==> config.mk <==
export PLATFORM = sky130hd
export DESIGN_NAME = sync_fifo_flex
export DESIGN_NICKNAME = d
export VERILOG_FILES = /design/src/rtl/sync_fifo_flex.sv
export SDC_FILE = /design/constraint.sdc
export NUM_CORES = 1
export LEC_CHECK = 0
export CAP_MARGIN = 10
export CORE_ASPECT_RATIO = 0.7
export CORE_MARGIN = 8
export CORE_UTILIZATION = 32
export CTS_BUF_LIST = sky130_fd_sc_hd__clkbuf_4
export CTS_CLUSTER_DIAMETER = 120
export DETAILED_ROUTE_END_ITERATION = 10
export PLACE_DENSITY = 0.47
export SLEW_MARGIN = 20
export SYNTH_ARGS = -nofsm -noshare
export SYNTH_HDL_FRONTEND = slang
export SYNTH_SLANG_ARGS = --single-unit
==> constraint.sdc <==
create_clock -name clk -period 3.3 [get_ports clk]
set_clock_uncertainty 0.2 [all_clocks]
set_input_delay 0.495 -clock clk [delete_from_list [all_inputs] [get_ports clk]]
set_output_delay 0.495 -clock clk [all_outputs]
set_load 0.01 [all_outputs]
==> src/rtl/sync_fifo_flex.sv <==
// Single-clock FIFO with arbitrary depth, standard or first-word-fall-through read,
// occupancy count, programmable almost-full/almost-empty and overflow/underflow pulses.
module sync_fifo_flex #(
  parameter int unsigned WIDTH     = 8,
  parameter int unsigned DEPTH     = 16,
  parameter int unsigned FWFT      = 0,
  parameter int unsigned AFULL_TH  = DEPTH - 2,
  parameter int unsigned AEMPTY_TH = 2
) (
  input  logic                       clk,
  input  logic                       rst_n,
  input  logic                       winc,
  input  logic [WIDTH-1:0]           wdata,
  input  logic                       rinc,
  output logic [WIDTH-1:0]           rdata,
  output logic                       rvalid,
  output logic                       wfull,
  output logic                       rempty,
  output logic                       walmost_full,
  output logic                       ralmost_empty,
  output logic [$clog2(DEPTH+1)-1:0] count,
  output logic                       overflow,
  output logic                       underflow
);

  localparam int unsigned CW = $clog2(DEPTH + 1);
  localparam int unsigned AW = (DEPTH > 1) ? $clog2(DEPTH) : 1;

  localparam logic [CW-1:0] DEPTH_C     = CW'(DEPTH);
  localparam logic [CW-1:0] AFULL_C     = CW'(AFULL_TH);
  localparam logic [CW-1:0] AEMPTY_C    = CW'(AEMPTY_TH);
  localparam logic [AW-1:0] LAST_ADDR_C = AW'(DEPTH - 1);
  localparam logic          AFULL_RST_C = (AFULL_TH == 0);

  logic [WIDTH-1:0] mem_q [DEPTH];

  logic [AW-1:0] waddr_q, waddr_d;
  logic [AW-1:0] raddr_q, raddr_d;
  logic [CW-1:0] count_q, count_d;
  logic          wfull_q, wfull_d;
  logic          rempty_q, rempty_d;
  logic          afull_q, afull_d;
  logic          aempty_q, aempty_d;
  logic          overflow_q, overflow_d;
  logic          underflow_q, underflow_d;
  logic          wen;
  logic          ren;

  // Accept logic, pointer/count update and flag pre-decode from next count.
  always_comb begin
    wen         = winc & ~wfull_q;
    ren         = rinc & ~rempty_q;
    waddr_d     = waddr_q;
    raddr_d     = raddr_q;
    count_d     = count_q;
    overflow_d  = winc & wfull_q;
    underflow_d = rinc & rempty_q;

    if (wen) begin
      waddr_d = (waddr_q == LAST_ADDR_C) ? '0 : waddr_q + AW'(1);
    end
    if (ren) begin
      raddr_d = (raddr_q == LAST_ADDR_C) ? '0 : raddr_q + AW'(1);
    end

    unique case ({wen, ren})
      2'b10:   count_d = count_q + CW'(1);
      2'b01:   count_d = count_q - CW'(1);
      default: count_d = count_q;
    endcase

    wfull_d  = (count_d == DEPTH_C);
    rempty_d = (count_d == '0);
    afull_d  = (count_d >= AFULL_C);
    aempty_d = (count_d <= AEMPTY_C);
  end

  always_ff @(posedge clk or negedge rst_n) begin
    if (!rst_n) begin
      waddr_q     <= '0;
      raddr_q     <= '0;
      count_q     <= '0;
      wfull_q     <= 1'b0;
      rempty_q    <= 1'b1;
      afull_q     <= AFULL_RST_C;
      aempty_q    <= 1'b1;
      overflow_q  <= 1'b0;
      underflow_q <= 1'b0;
    end else begin
      waddr_q     <= waddr_d;
      raddr_q     <= raddr_d;
      count_q     <= count_d;
      wfull_q     <= wfull_d;
      rempty_q    <= rempty_d;
      afull_q     <= afull_d;
      aempty_q    <= aempty_d;
      overflow_q  <= overflow_d;
      underflow_q <= underflow_d;
    end
  end

  // Storage array; contents are deliberately not reset.
  always_ff @(posedge clk) begin
    if (wen) begin
      mem_q[waddr_q] <= wdata;
    end
  end

  generate
    if (FWFT != 0) begin : g_fwft
      // Head word is shown while non-empty; gated to zero so stale data never leaks.
      assign rvalid = ~rempty_q;
      assign rdata  = rempty_q ? '0 : mem_q[raddr_q];
    end else begin : g_std
      logic [WIDTH-1:0] rdata_q, rdata_d;
      logic             rvalid_q, rvalid_d;

      always_comb begin
        rdata_d  = rdata_q;
        rvalid_d = ren;
        if (ren) begin
          rdata_d = mem_q[raddr_q];
        end
      end

      always_ff @(posedge clk or negedge rst_n) begin
        if (!rst_n) begin
          rdata_q  <= '0;
          rvalid_q <= 1'b0;
        end else begin
          rdata_q  <= rdata_d;
          rvalid_q <= rvalid_d;
        end
      end

      assign rdata  = rdata_q;
      assign rvalid = rvalid_q;
    end
  endgenerate

  assign wfull         = wfull_q;
  assign rempty        = rempty_q;
  assign walmost_full  = afull_q;
  assign ralmost_empty = aempty_q;
  assign count         = count_q;
  assign overflow      = overflow_q;
  assign underflow     = underflow_q;

endmodule

==> out/qor.txt, run 1 <==
status -> complete, no violations
vias -> 3149
post-cts resize count -> 0
drt total wl -> 13800 um
Final period util -> 0.795
CTS clk-pin slew, worst paths -> 120 ps
LEAKAGE -> 0.00246 uW
worst stage delay on the critical path -> 480 ps
initial antenna violation count -> 1
Synth async-reset ratio -> 0.179
WS Path Type -> input port to register
setup bufs post-CTS -> 0
detailed-route DRC error count -> 0
Buf/Inv on CP -> 2
Hold Path Class -> input port to asynchronous set/reset pin
Avg Cell Area, Syn -> 18.5 um^2
Post-synth EDFFs -> 128
Top Layer Used -> met4
Iter 0 DRT Violations -> 186
Slew Limit Fails -> 0
cell accounting for the most synthesized area -> edfxtp_1
vias in the first global route -> 3256
main combinational cell family by area after synthesis -> multiplexers
Layout Nets -> 415
CTS tree -> done
DIE AREA -> 24400 um^2
flops & latches, synth -> 156
P per Cell Area -> 788 nW/um^2
met1 wire length -> 7030 um
initial core utilization -> 0.329
Max FO, Critical Path -> 7
total clock sinks -> 156
CTS Buf Count -> 17
router iterations before antenna repair -> 7
Cells after Synth -> 338
Finish-stage setup viols -> 0
HPWL after detailed placement -> 9180 um
area grow syn2layout -> 15.9%
Routed met3 length -> 651 um
multiplexer area fraction after synthesis -> 0.146
worst skew pair latency -> 530 ps
compound-cell area share of the yosys netlist -> 0.0260
share of cells above drive strength 1 -> 0.244
Fmax -> 381 MHz
WP data arrival -> 2880 ps
Synth Warn # -> 0
Crit. End Element -> register
most common cell after layout, fill and taps aside -> edfxtp_1
vias per std cell -> 4.67
Cell Count Post-Placement -> 641
Post-Syn Area -> 6270 um^2
most frequent cells in the layout -> edfxtp_1 (128), mux4_2 (40), nand2_1 (39)
Non-Filler Instances -> 675
hold buffer count at CTS -> 0
# port buffers -> 31
Post-DP Area -> 7010 um^2
area share of fa/ha/maj cells after synthesis -> 0.0140
IO Pins -> 32
post-synthesis xor/xnor area fraction -> 0.00958
met2 WL post-DR -> 5990 um
most common flop cell mapped by yosys -> edfxtp_1
Worst Path Required -> 3550 ps
CTS Root Cell -> clkbuf_4
register area share after synthesis -> 0.726
Die X -> 183 um
final hold vios -> 0
Setup Slack @ Placement -> 169 ps
largest net degree at the start of global routing -> 38
Max Buffers Root-to-Sink -> 2
fin area -> 7260 um^2
Final GP Congestion -> 0.778
number of max-cap violations -> 0
gr ovfl total -> 0
H-tree depth -> 4
r2r worst-path depth -> 11
GRT Total Usage -> 0.118
RR Startpoint -> rempty
RSZ-0062 raised after global routing -> no
setup TNS -> 0 ps
Rel. slew slack -> 0.504
reg2reg end -> wfull
Synth cell types -> 39
syn nets -> 357
slowest CP cell -> clkdlybuf4s50_1
core area -> 19000 um^2
total power -> 5720 uW
largest cells by area after synthesis -> edfxtp_1 (61%), mux4_2 (14%), dfrtp_1 (10%)
Synth top area share -> 0.613
Slew @ Worst Pin -> 744 ps
first-pass GRT wire length -> 20900 um
CP startpoint kind -> input port
average wire per standard cell -> 20.5 um
Setup WS post-layout -> 675 ps
crit-path cells -> clkdlybuf4s50_1, nor2b_1, inv_1, nand2_1, xnor2_1, ha_1, a21oi_1, a21boi_1, nor3_1, and3_1, o21bai_1, nor3b_1
Synth Area in Simple Gates -> 0.0621
post-route ant nets -> 0
Chip Height -> 133 um
post-route minimum period -> 2620 ps
Worst path top cell family by delay -> simple AND/OR/NAND/NOR gates
maximum VDD drop -> 270 uV
reg-to-reg slack, setup -> 690 ps
Cell Rows -> 42
[final cells by class]
cell class / count / area, um^2
antenna: 2 / 5.00
clock buffer: 19 / 143
clock inverter: 13 / 103
fill: 1788 / 11800
inverter: 5 / 18.8
multi-input combinational: 161 / 1610
sequential: 156 / 4550
tap: 264 / 330
timing repair buffer: 55 / 503
[per-stage QoR]
step	utilization	hold slack (ps)
after floorplan	-	-0.591
after global placement	0.369	265
after detailed placement	0.369	267
final	0.382	127
after global routing	0.382	87.5
after CTS	0.381	76.2
[metal layers]
layer / global-route usage / up-vias
li1: - / 1444
met1: 0.175 / 1635
met2: 0.166 / 59
met3: 0.0276 / 11
met4: 0.0410 / 0
met5: 0 / -
[worst register-to-register path: cells and delay by family (launching register included)]
kind | cells | cell delay (ps)
flops | 1 | 580
simple gates | 5 | 1000
buf+inv | 1 | 80
xor+xnor | 1 | 140
fa+ha+maj | 1 | 210
compound gates | 3 | 320
[synth_stat cells, drive strengths merged, types with 2 or more instances]
| cell type | instances |
|---|---|
| a21oi | 9 |
| and2 | 18 |
| and3 | 2 |
| buf | 8 |
| clkbuf | 8 |
| dfrtp | 26 |
| dfstp | 2 |
| edfxtp | 128 |
| ha | 7 |
| inv | 5 |
| mux4 | 40 |
| nand2 | 39 |
| nand3 | 3 |
| nand4 | 2 |
| nor2 | 5 |
| nor2b | 2 |
| nor3 | 5 |
| nor3b | 2 |
| o21ai | 7 |
| or3 | 2 |
| xnor2 | 3 |
| xor2 | 3 |
[power breakdown]
group	switching [uW]	total, uW	internal, uW
clock	660	1040	378
sequential	240	2680	2440
combinational	997	2010	1010
[how the worst max path moves through the flow]
stage,slack (ps),depth (start not counted),from,to
2_1_floorplan,760,8,rempty,wfull
3_3_place_gp,240,12,winc,wfull
3_5_place_dp,170,12,winc,wfull
4_1_cts,700,11,rempty,wfull
5_1_grt,500,11,wfull,wfull
6_report,680,12,winc,wfull
[kinds of logic after synthesis]
family	count (synthesis)
flops	156
simple gates	81
mux	41
compound gates	26
buf+inv	21
fa+ha+maj	7
xor+xnor	6
[registers in the layout, summed over array words and instances (netlist names)]
name           flops
ralmost_empty      1
underflow          1
wfull              1
walmost_full       1
rvalid             1
rempty             1
count              5
rdata              8
overflow           1
waddr_q            4
raddr_q            4
mem_q            128
Note: power is estimated with default switching activity, not from simulation.
==> run 2, diff against run 1 <==
PLACE_DENSITY = 0.49   (was 0.47)
clock period = 2.3 ns   (was 3.3 ns; I/O delays follow)
==> run 2 against run 1 <==
Global-route usage is 0.16 points higher. Combinational power grew 80%. Wire length increased by 2.1%. Clock-buffer cell count is 2 lower. Cell count increased by 3.6%. Largest power group unchanged. Setup slack got worse by 660 ps. Sequential share of layout area down 4.3 points. First-iteration DRC count grew 100%. Worst hold slack better by 69 ps. Critical path depth unchanged. Sequential power is 39% higher.
==> out/qor.txt, run 2 (synthesis gave the netlist of run 1 again) <==
Finish-stage setup viols -> 0
post-route ant nets -> 0
detailed-route DRC error count -> 0
Core Util, Final -> 0.410
post-route minimum period -> 2290 ps
HPWL after detailed placement -> 9490 um
RSZ-0062 raised after global routing -> yes
number of max-cap violations -> 0
GRT Total Usage -> 0.120
CP startpoint kind -> register
Slew Limit Fails -> 0
final hold vios -> 0
Chip Height -> 133 um
vias -> 3246
first-pass GRT wire length -> 21400 um
Iter 0 DRT Violations -> 377
Worst Path Required -> 2540 ps
worst skew pair latency -> 530 ps
Max Buffers Root-to-Sink -> 2
Final period util -> 0.994
router iterations before antenna repair -> 4
largest net degree at the start of global routing -> 37
setup TNS -> 0 ps
CTS clk-pin slew, worst paths -> 140 ps
initial antenna violation count -> 0
Cell Rows -> 42
average wire per standard cell -> 20.2 um
most common cell after layout, fill and taps aside -> edfxtp_1
vias in the first global route -> 3420
status -> complete, no violations
CTS tree -> done
ANT cells -> 0
area grow syn2layout -> 24.6%
maximum VDD drop -> 346 uV
Largest Register -> mem_q
Hold Path Class -> input port to register
CTS Root Cell -> clkbuf_4
LEAKAGE -> 0.00271 uW
flip-flop count of the largest register after layout -> 128
core area -> 19000 um^2
# port buffers -> 31
Layout Nets -> 441
fillcell total -> 1724
Max FO, Critical Path -> 4
DIE AREA -> 24400 um^2
Final GP Congestion -> 0.750
initial core utilization -> 0.329
gr ovfl total -> 0
Rel. slew slack -> 0.615
drt total wl -> 14100 um
WS Path Type -> register to register
Crit. End Element -> register
total clock sinks -> 156
share of cells above drive strength 1 -> 0.343
CTS Buf Count -> 17
vias per std cell -> 4.64
total power -> 8980 uW
H-tree depth -> 4
WP data arrival -> 2520 ps
sequential cell area -> 4550 um^2
IO Pins -> 32
Slew @ Worst Pin -> 576 ps
P per Cell Area -> 1150 nW/um^2
most frequent cells in the layout -> edfxtp_1 (128), mux4_2 (40), nand2_1 (38)
Fmax -> 437 MHz
Die X -> 183 um
multi-input logic area -> 1750 um^2
## run 2: path summary, 6_finish.rpt
check,start,end,slack (ps),depth (start not counted)
max reg2reg,rempty,walmost_full,10,12
max,rempty,walmost_full,10,12
min reg2reg,rdata[1],rdata[1],290,2
min in group asynchronous,rst_n,raddr_q[1],510,3
min,winc,overflow,200,2
max in group asynchronous,rst_n,ralmost_empty,1040,3
## run 2: power by group
part,internal [uW],leakage [uW],switching (uW)
registers,3500,0.00149,234
logic,1880,0.00106,1740
clock network,578,0.000158,1050
total,5950,0.00271,3030
## run 2: what timing repair did
item | 4_1_cts | 5_1_grt
cloned | 0 | 0
hold endpoints to repair | 26 | 0
resized for setup | 12 | 15
hold buffers | 1 | 0
pin swaps | 4 | 8
endpoints found under the setup margin | 5 | 7
setup buffers | 0 | 2
## run 2: area by class of cell
type / count / share of cell area
Clock inverter: 15 / 0.0189
Tap cell: 264 / 0.0423
Timing Repair Buffer: 81 / 0.113
Sequential cell: 156 / 0.583
Multi-Input combinational cell: 161 / 0.224
Clock buffer: 17 / 0.0164
Inverter: 5 / 0.00273
## run 2: routing by layer
metal,wire (um),GRT usage
met1,6320,0.169
met2,6500,0.182
met3,1230,0.0334
met4,61,0.0257
met5,0,0
## run 2: metrics by stage
step / hold WS (ps) / setup WS (ps) / area (um^2) / instances
2_1_floorplan: -151 / 6.29 / 6310 / 338
3_3_place_gp: 263 / -468 / 7380 / 664
3_5_place_dp: 261 / -605 / 7380 / 664
4_1_cts: 156 / -10.4 / 7720 / 697
5_1_grt: 140 / -96.0 / 7800 / 699
6_report: 196 / 12.8 / 7800 / 699
## run 2: worst max-delay path, cell delays in order (launching register included)
cell      delay, ps
dfstp_2         550
nand2b_4        130
inv_4            40
nand2_4          70
xnor2_2          80
ha_4            190
a21oi_2         130
a21oi_2          40
a32oi_1         180
nor2_1           90
xor2_1          170
buf_4           160
a31o_1          180
